**src/rtl/fetch_stage_pkg.sv**
```systemverilog
// Shared widths, reset default and the {pc, ir} entry carried through the fetch buffer.
package fetch_stage_pkg;

  localparam int unsigned XLEN    = 32;
  localparam int unsigned INSTR_W = 32;

  localparam logic [XLEN-1:0] RESET_PC_DEFAULT = 32'h0000_0000;

  typedef struct packed {
    logic [XLEN-1:0]    pc;
    logic [INSTR_W-1:0] ir;
  } fetch_entry_t;

endpackage

```
**src/rtl/fetch_buffer.sv**
```systemverilog
// Circular instruction buffer between the memory response and IF/ID; flush wins over push/pop.
module fetch_buffer
  import fetch_stage_pkg::*;
#(
  parameter int unsigned DEPTH = 2,
  localparam int unsigned CNT_W = $clog2(DEPTH + 1)
) (
  input  logic               clk,
  input  logic               rst_n,
  input  logic               i_push,
  input  fetch_entry_t       i_data,
  input  logic               i_pop,
  input  logic               i_flush,
  output fetch_entry_t       o_head,
  output logic               o_empty,
  output logic [CNT_W-1:0]   o_count
);

  localparam int unsigned PTR_W = (DEPTH > 1) ? $clog2(DEPTH) : 1;

  fetch_entry_t     r_mem [DEPTH];
  logic [PTR_W-1:0] r_rd_ptr;
  logic [PTR_W-1:0] r_wr_ptr;
  logic [CNT_W-1:0] r_count;
  logic             w_push;
  logic             w_pop;

  function automatic logic [PTR_W-1:0] ptr_inc(input logic [PTR_W-1:0] p);
    return (p == PTR_W'(DEPTH - 1)) ? '0 : p + PTR_W'(1);
  endfunction

  assign w_push = i_push & ~i_flush;
  assign w_pop  = i_pop & ~i_flush & (r_count != '0);

  always_ff @(posedge clk or negedge rst_n) begin
    if (!rst_n) begin
      for (int i = 0; i < int'(DEPTH); i++) r_mem[i] <= '0;
      r_rd_ptr <= '0;
      r_wr_ptr <= '0;
      r_count  <= '0;
    end else if (i_flush) begin
      r_rd_ptr <= '0;
      r_wr_ptr <= '0;
      r_count  <= '0;
    end else begin
      if (w_push) begin
        r_mem[r_wr_ptr] <= i_data;
        r_wr_ptr        <= ptr_inc(r_wr_ptr);
      end
      if (w_pop) r_rd_ptr <= ptr_inc(r_rd_ptr);
      r_count <= r_count + CNT_W'(w_push) - CNT_W'(w_pop);
    end
  end

  assign o_head  = r_mem[r_rd_ptr];
  assign o_empty = (r_count == '0);
  assign o_count = r_count;

endmodule

```
**src/rtl/fetch_stage.sv**
```systemverilog
// Instruction fetch: PC generation, in-order memory handshake with redirect discard, buffered IF output.
module fetch_stage
  import fetch_stage_pkg::*;
#(
  parameter logic [XLEN-1:0] RESET_PC = RESET_PC_DEFAULT,
  parameter int unsigned     DEPTH    = 2
) (
  input  logic                clk,
  input  logic                rst_n,
  output logic                imem_req,
  output logic [XLEN-1:0]     imem_addr,
  input  logic                imem_gnt,
  input  logic                imem_rvalid,
  input  logic [INSTR_W-1:0]  imem_rdata,
  input  logic                redirect_valid,
  input  logic [XLEN-1:0]     redirect_pc,
  input  logic                id_ready,
  output logic                if_valid,
  output logic [INSTR_W-1:0]  if_ir,
  output logic [XLEN-1:0]     if_pc
);

  localparam int unsigned CNT_W = $clog2(DEPTH + 1);

  logic [XLEN-1:0]  r_fetch_pc;
  logic [XLEN-1:0]  r_resp_pc;
  logic [CNT_W-1:0] r_outstanding;
  logic [CNT_W-1:0] r_discard;

  logic [CNT_W-1:0] w_count;
  logic [CNT_W:0]   w_inflight;
  logic             w_empty;
  logic             w_grant;
  logic             w_rsp;
  logic             w_push;
  logic             w_pop;
  logic [XLEN-1:0]  w_redirect_pc;
  fetch_entry_t     w_head;
  fetch_entry_t     w_push_entry;

  // Request throttle uses only registered occupancy so the grant path never sees the response path.
  assign w_inflight    = (CNT_W + 1)'(w_count) + (CNT_W + 1)'(r_outstanding);
  assign imem_req      = rst_n & ~redirect_valid & (w_inflight < (CNT_W + 1)'(DEPTH));
  assign imem_addr     = r_fetch_pc;
  assign w_grant       = imem_req & imem_gnt;
  assign w_rsp         = imem_rvalid & (r_outstanding != '0);
  assign w_push        = w_rsp & (r_discard == '0) & ~redirect_valid;
  assign w_pop         = ~w_empty & id_ready & ~redirect_valid;
  assign w_redirect_pc = redirect_pc & ~XLEN'(3);

  assign w_push_entry.pc = r_resp_pc;
  assign w_push_entry.ir = imem_rdata;

  always_ff @(posedge clk or negedge rst_n) begin
    if (!rst_n) begin
      r_fetch_pc    <= RESET_PC;
      r_resp_pc     <= RESET_PC;
      r_outstanding <= '0;
      r_discard     <= '0;
    end else if (redirect_valid) begin
      // Everything still in flight belongs to the old path and must be dropped on return.
      r_fetch_pc    <= w_redirect_pc;
      r_resp_pc     <= w_redirect_pc;
      r_outstanding <= r_outstanding - CNT_W'(w_rsp);
      r_discard     <= r_outstanding - CNT_W'(w_rsp);
    end else begin
      if (w_grant) r_fetch_pc <= r_fetch_pc + XLEN'(4);
      if (w_rsp) begin
        if (r_discard != '0) r_discard <= r_discard - CNT_W'(1);
        else                 r_resp_pc <= r_resp_pc + XLEN'(4);
      end
      r_outstanding <= r_outstanding + CNT_W'(w_grant) - CNT_W'(w_rsp);
    end
  end

  fetch_buffer #(.DEPTH(DEPTH)) u_buf (
    .clk     (clk),
    .rst_n   (rst_n),
    .i_push  (w_push),
    .i_data  (w_push_entry),
    .i_pop   (w_pop),
    .i_flush (redirect_valid),
    .o_head  (w_head),
    .o_empty (w_empty),
    .o_count (w_count)
  );

  assign if_valid = ~w_empty;
  assign if_ir    = w_head.ir;
  assign if_pc    = w_head.pc;

  a_rvalid_tracked: assert property (@(posedge clk) disable iff (!rst_n)
    imem_rvalid |-> (r_outstanding != '0));

endmodule

```
**config.mk**
```make
export PLATFORM = sky130hd
export DESIGN_NAME = fetch_stage
export DESIGN_NICKNAME = d
export VERILOG_FILES = /design/src/rtl/fetch_stage_pkg.sv /design/src/rtl/fetch_buffer.sv /design/src/rtl/fetch_stage.sv
export SDC_FILE = /design/constraint.sdc
export NUM_CORES = 1
export LEC_CHECK = 0
export CAP_MARGIN = 20
export CORE_ASPECT_RATIO = 1.5
export CORE_MARGIN = 2
export CORE_UTILIZATION = 55
export DETAILED_ROUTE_END_ITERATION = 10
export PLACE_DENSITY = 0.88
export SETUP_SLACK_MARGIN = 0.3
export SYNTH_ARGS = -nofsm -noshare
export SYNTH_HDL_FRONTEND = slang
export SYNTH_SLANG_ARGS = --single-unit
```
**constraint.sdc**
```tcl
create_clock -name clk -period 8.9 [get_ports clk]
set_input_delay 1.335 -clock clk [delete_from_list [all_inputs] [get_ports clk]]
set_output_delay 1.335 -clock clk [all_outputs]
set_load 0.01 [all_outputs]
```
==> implementation parameters, run 1 <==
Parameter                              Value

Run status
  Outcome    complete, no violations

Setup path
  Worst R2R Setup Slack    4.99 ns
  Crit path kind    input port to output pin
  Critical path data required time    ~7.6 ns
  Startpoint types    input port
  Crit path max fanout    59
  Data arrival time at the worst-slack endpoint    2.95 ns
  Worst R2R Start    r_outstanding[0]
  R2R cell count    12
  Category of the worst setup path capture point    output pin
  FF-to-FF End    r_outstanding[1]

Final layout
  Post-synthesis to final-layout area growth    24.9%
  NumNets Final    992
  Share of cells above drive strength 1    between 20% and 30%
  Number of antenna repair diodes    0
  Total of fill cells in the finished design    1,195

Yosys
  Number of instances in the synthesized netlist    768
  Top cell types by occurrence after synthesis    mux2_2 (196), dfrtp_1 (192), nand2_1 (57), nand3_1 (31), nor2_1 (27)
  Leading register cell type out of synthesis    dfrtp_1
  Mean instance size in the synthesized netlist    12.1 um^2
  Synth async-reset ratio    100%
  Summed instance area of the synthesized netlist    around 9300 um^2
  Yosys warns    0
  Number of distinct library cell variants in the gate-level netlist after synthesis    55
  Sequential fraction of the synthesis area    51.6%
  Synth top area share    between 50% and 60%
  Flip-flop and latch count after synthesis    ~190
  Leading area contributor after synthesis    dfrtp_1
  Cell types occupying the most area after synthesis    dfrtp_1 (52%), mux2_2 (24%), nand2_1 (2.3%)
  Most frequent cell after synthesis    mux2_2
  EDFF count, synth    0

Clock network
  Hold bufs inserted after CTS    0
  Count of H-tree levels built during CTS    4
  TritonCTS clock tree    done
  Postcts setup bufs    0
  # clock sinks    192
  Clock root cell    clkbuf_16
  Post-CTS sizing    0
  Worst-path clk slew    0.07 ns
  Number of buffers inserted during clock tree synthesis    17
  Clock latency on the worst-skew pair    between 0.4 and 0.5 ns
  Number of buffers on the longest clock path    2

Drt
  Remaining antenna violation count after routing    0
  Drt total wl    21,600 um
  Initial DRC Count    about 440
  Via count    6,764
  TritonRoute pass-1 iters    6
  Residual DRC    0
  Average detailed-routed wire length per instance    19.0 um
  Via-per-instance ratio    approximately 6

Placement
  Half-perimeter wire length after placement    14,500 um
  RD Place Congestion    approximately 0.86
  IO Port Bufs    161

Hold path
  Startpoint of the lowest-slack hold path    u_buf.r_mem[56]
  Number of instances on the worst hold path    1
  Path category of the worst min-delay check    flop to flop
  Worst hold endpoint    u_buf.r_mem[56]

Global routing
  Wire length of the first global-routing pass    33,900 um
  Total track usage    ~24%
  Global-route congestion overflow total    0
  Via count of the first global-routing pass    6,752
  Maximum number of pins on one net before global-route repair    78
  Initial antenna violation count    0

Floorplan
  Core region area    16,700 um^2
  Die boundary width    roughly 110 um
  Die Height    ~160 um
  Cell row count    58
  Num ports    between 150 and 200
  Starting utilization of the core area    55.8%
  Die Footprint    18,000 um^2

STA
  Max-slew headroom    approximately 29%
  Final period demand of the worst path    4.29 ns
  Final clock skew    0.0135 ns
  Final Hold Vio Count    0
  Number of setup violations in the final report    0
  Max Clk Rate    233 MHz
  Worst-margin pin slew    1.07 ns
  Worst hold slack    between 0.5 and 0.6 ns
  Number of pins exceeding their max-slew limit in the final report    0
  Sum Neg Setup Slack    0 ns
  Unrepaired setup endpoints after global routing    false
  Tcrit/Tclk final    48.2%

Power and ir drop
  Largest vdd supply drop    0.000184 V
  Static power due to leakage    4.88 nW
  Total power density per cell area    282 nW/um^2

Run
  Count of maximum capacitance violations    0
==> registers in the layout, summed over array words and instances, names as in the netlist <==
register	cells
r_discard	2
u_buf.r_mem	124
imem_addr	30
u_buf.r_wr_ptr	1
r_resp_pc	30
r_outstanding	2
u_buf.r_rd_ptr	1
u_buf.o_count	2
==> placed cells by master, fill, tap and decap left out, types with 4 or more instances in the layout <==
cell type / instances
nor2_1: 27
a21oi_1: 7
o21ai_1: 9
clkinv_4: 5
nand2b_1: 4
xor2_1: 17
nor4_2: 7
nand3_1: 31
a31oi_1: 6
nand2_1: 57
ha_1: 8
xnor2_1: 24
and3_1: 9
inv_1: 13
dfrtp_1: 191
o211ai_1: 8
conb_1: 4
o21ai_0: 26
o311ai_0: 7
clkdlybuf4s50_1: 159
nor4_1: 5
clkbuf_16: 17
mux2_2: 196
nand4_1: 17
buf_4: 7
inv_8: 4
nor3_1: 8
==> how the worst max path moves through the flow <==
stage / slack [ns] / end / start / depth (start not counted)
after detailed placement: 4.37 / r_outstanding[1] / rst_n / 10
after CTS: 4.62 / imem_req / rst_n / 3
after global placement: 4.41 / r_outstanding[1] / rst_n / 10
after global routing: 4.44 / r_outstanding[1] / rst_n / 10
after floorplan: 5.56 / r_outstanding[1] / redirect_valid / 11
final: 4.61 / imem_req / redirect_valid / 4
==> power by group <==
part | internal [mW] | switching (mW) | leakage, nW | total (mW)
combinational | 0.732 | 0.445 | 2.19 | 1.18
sequential | 1.15 | 0.189 | 2.41 | 1.34
clock | 0.405 | 0.353 | 0.286 | 0.758
==> cell type report <==
class | count | area [um^2] | area share (%)
Clock buffer | 19 | 443 | 3.81
Clock inverter | 13 | 144 | 1.24
Inverter | 14 | 52.6 | 0.452
Multi-Input combinational cell | 520 | 4270 | 36.7
Sequential cell | 192 | 4810 | 41.3
Tap cell | 210 | 263 | 2.26
Timing Repair Buffer | 168 | 1660 | 14.3
==> critical path, stage by stage <==
cell and delay, ns:
buf_2 0.10, buf_4 0.31, nor4b_2 0.56, clkdlybuf4s50_1 0.63
==> through the flow <==
step	util, %	power [mW]	worst slack, ns	instance area [um^2]	instances
global route	69.7	3.46	4.44	11600	1136
CTS	69.7	3.31	4.62	11600	1136
finish	69.7	3.28	4.61	11600	1136
detailed placement	66.2	2.54	4.37	11000	1104
global placement	66.2	2.49	4.41	11000	1104
floorplan	-	1.99	5.56	9330	771
==> cells by family (layout without fill, tap and decap cells) <==
kind of cell | count (synthesis) | after routing | synth area share, %
muxes | 197 | 197 | 23.8
DFF | 192 | 192 | 51.6
and+or+nand+nor | 188 | 188 | 10.8
AOI/OAI and AO/OA | 81 | 81 | 5.77
buffers and inverters | 59 | 214 | 2.86
xor gates and xnor gates | 41 | 41 | 3.85
adders and majority gates | 9 | 9 | 1.29
other | 1 | 4 | 0.0402
==> metal layers <==
layer / share of wire [%] / global-route usage [%] / vias up / wire [um]
met2: 52 / 42.2 / 253 / 11300
met4: 1.8 / 7.56 / 0 / 398
met1: 40 / 30.2 / 3431 / 8700
li1: - / - / 3050 / -
met5: 0 / 0 / - / 0
met3: 5.6 / 4.55 / 30 / 1200
Note: power is estimated with default switching activity, not from simulation.
==> inputs of run 2 (changes only) <==
CORE_UTILIZATION = 48   (was 55)
PLACE_DENSITY = 0.82   (was 0.88)
clock period = 3.7 ns   (was 8.9 ns; I/O delays follow)
==> implementation parameters, run 2 (synthesis gave the netlist of run 1 again) <==
Parameter                              Value

Run status
  Outcome    complete, no violations

Final layout
  Post-route design area    11,700 um^2 (+0.89%)
  Post-synthesis to final-layout area growth    26.0%
  Most frequent standard cell in the layout excluding fill and tap cells    mux2_2
  Number of flip-flops under the largest register name    124 (unchanged)
  Core occupancy in the finished layout    61.5% (-8.2 points)
  Most used cells in the layout excluding fill and tap cells    mux2_2 (196), dfrtp_1 (191), clkdlybuf4s50_1 (159), nand2_1 (57), nand3_1 (31)
  Number of antenna repair diodes    0 (unchanged)
  NumNets Final    995 (+0.30%)
  Share of cells above drive strength 1    27.3% (-0.38 points)
  Register with the highest flop count    u_buf.r_mem

Placement
  IO Port Bufs    161 (unchanged)
  Half-perimeter wire length after placement    14,600 um (+0.65%)
  Placed standard-cell area    11,200 um^2 (+1.2%)
  RD Place Congestion    0.880 (+1.8%)

Global routing
  Wire length of the first global-routing pass    34,900 um (+2.8%)
  Via count of the first global-routing pass    6,958 (+3.1%)
  Total track usage    21.3% (-3.0 points)
  Maximum number of pins on one net before global-route repair    81 (+3.8%)
  Global-route congestion overflow total    0 (unchanged)
  Initial antenna violation count    0 (unchanged)

Floorplan
  Cell row count    62 (+6.9%)
  Core region area    19,100 um^2 (+14%)
  Die Footprint    20,600 um^2 (+14%)
  Num ports    168 (unchanged)
  Die boundary width    118 um (+6.8%)
  Starting utilization of the core area    48.8% (-7.0 points)
  Die Height    175 um (+6.9%)

Power and ir drop
  Static power due to leakage    4.90 nW (+0.27%)
  Total power density per cell area    670 nW/um^2 (+140%)
  Largest vdd supply drop    0.000339 V (+84%)
  Power, Total    7.87 mW (+140%)

Setup path
  Crit. Startpoint    r_outstanding[0]
  Crit path max fanout    5 (-92%)
  Critical path depth    5 (+1)
  Buffers and inverters on the worst path    2 (-1)
  Startpoint types    flop
  Critical path data required time    3.14 ns (-4.43 ns)
  Worst R2R Start    r_outstanding[0]
  CP peak stage delay    0.63 ns (about the same)
  Data arrival time at the worst-slack endpoint    2.56 ns (-0.39 ns)
  Slowest cell on crit path    clkdlybuf4s50_1
  Crit path kind    flop to output pin
  R2R cell count    12 (unchanged)
  Category of the worst setup path capture point    output pin
  Largest delay share family, worst path    buffers and inverters
  Critical path, cell by cell    inv_1 -> nor2_1 -> fa_1 -> nor4b_2 -> clkdlybuf4s50_1

STA
  Final clock skew    0.0128 ns (-0.000710 ns)
  Worst-margin pin slew    1.10 ns (+0.0343 ns)
  Max Clk Rate    around 320 MHz
  Unrepaired setup endpoints after global routing    false
  Number of pins exceeding their max-slew limit in the final report    0 (unchanged)
  Max-slew headroom    26.1% (-2.5 points)
  Final Hold Vio Count    0 (unchanged)
  Tcrit/Tclk final    84.3%
  Final period demand of the worst path    3.12 ns
  Worst hold slack    0.263 ns (-0.241 ns)
  Number of setup violations in the final report    0 (unchanged)
  Sum Neg Setup Slack    0 ns (unchanged)

Drt
  Drt total wl    21,300 um (-1.1%)
  Residual DRC    0 (unchanged)
  Remaining antenna violation count after routing    0 (unchanged)
  Average detailed-routed wire length per instance    18.0 um (-5.1%)
  TritonRoute pass-1 iters    5 (-1)
  Via count    6,640 (-1.8%)
  Via-per-instance ratio    5.61 (-5.8%)
  Initial DRC Count    511 (+17%)

Run
  Count of maximum capacitance violations    0 (unchanged)

Clock network
  Postcts setup bufs    0 (unchanged)
  # clock sinks    192 (unchanged)
  Clock latency on the worst-skew pair    0.42 ns (about the same)
  Count of H-tree levels built during CTS    4 (unchanged)
  Clock root cell    clkbuf_16
  TritonCTS clock tree    done
  Hold bufs inserted after CTS    0 (unchanged)
  Worst-path clk slew    0.07 ns (about the same)
  Number of buffers inserted during clock tree synthesis    17 (unchanged)
  Number of buffers on the longest clock path    2 (unchanged)
  Post-CTS sizing    0 (unchanged)

Hold path
  Path category of the worst min-delay check    input port to async pin
## run 2: cell count changes in the layout (fill, tap and decap cells not counted)
cell,delta
buf_12,+4
buf_4,-1
buf_6,-1
bufinv_16,+1
clkbuf_1,+5
clkbuf_8,+2
clkinv_2,+3
clkinv_4,-5
inv_6,-2
inv_8,-4
## run 2: metal layers
metal	vias to the layer above	track usage [%]	routed length, um
met2	202	38.2	11400
met3	33	3.36	792
met5	-	0	0
li1	3059	-	-
met4	0	8.48	401
met1	3346	25.4	8800
## run 2: path summary, 6_finish.rpt
| check | slack (ns) | end |
|---|---|---|
| min | 0.26 | u_buf.o_count[0] |
| max in group asynchronous | 1.72 | u_buf.r_rd_ptr |
| min in group clk | 0.44 | u_buf.o_count[0] |
| min reg2reg | 0.50 | u_buf.r_mem[59] |
| max | 0.58 | imem_req |
| max reg2reg | 0.61 | r_outstanding[1] |
## run 2: layout make-up
type                       instances  area [um^2]
timing repair buffer             171         1740
fill                            1580         7340
clock buffer                      25          475
inverter                          14         52.6
clock inverter                     6         82.6
sequential                       192         4810
tap                              256          320
multi-input combinational        520         4270
## run 2: report_power, final
part / total, mW / internal (mW) / leakage, nW / switching, mW
sequential: 3.21 / 2.78 / 2.41 / 0.426
combinational: 2.89 / 1.77 / 2.22 / 1.11
clock: 1.77 / 1.03 / 0.271 / 0.747
## run 2: worst reg2reg max path, stage by stage (launching register included)
cell	delay (ns)
dfrtp_1	0.48
inv_1	0.10
nor2_1	0.12
fa_1	0.44
nor4b_2	0.37
and2_1	0.27
inv_2	0.21
ha_1	0.34
inv_1	0.04
ha_1	0.18
xnor2_1	0.12
o21ai_0	0.19
xor2_1	0.16
## run 2: metrics by stage
stage | setup WS [ns] | instances
after floorplan | 0.650 | 771
after global placement | 0.701 | 1153
after detailed placement | 0.639 | 1153
after CTS | 0.548 | 1184
after global routing | 0.358 | 1184
final | 0.581 | 1184
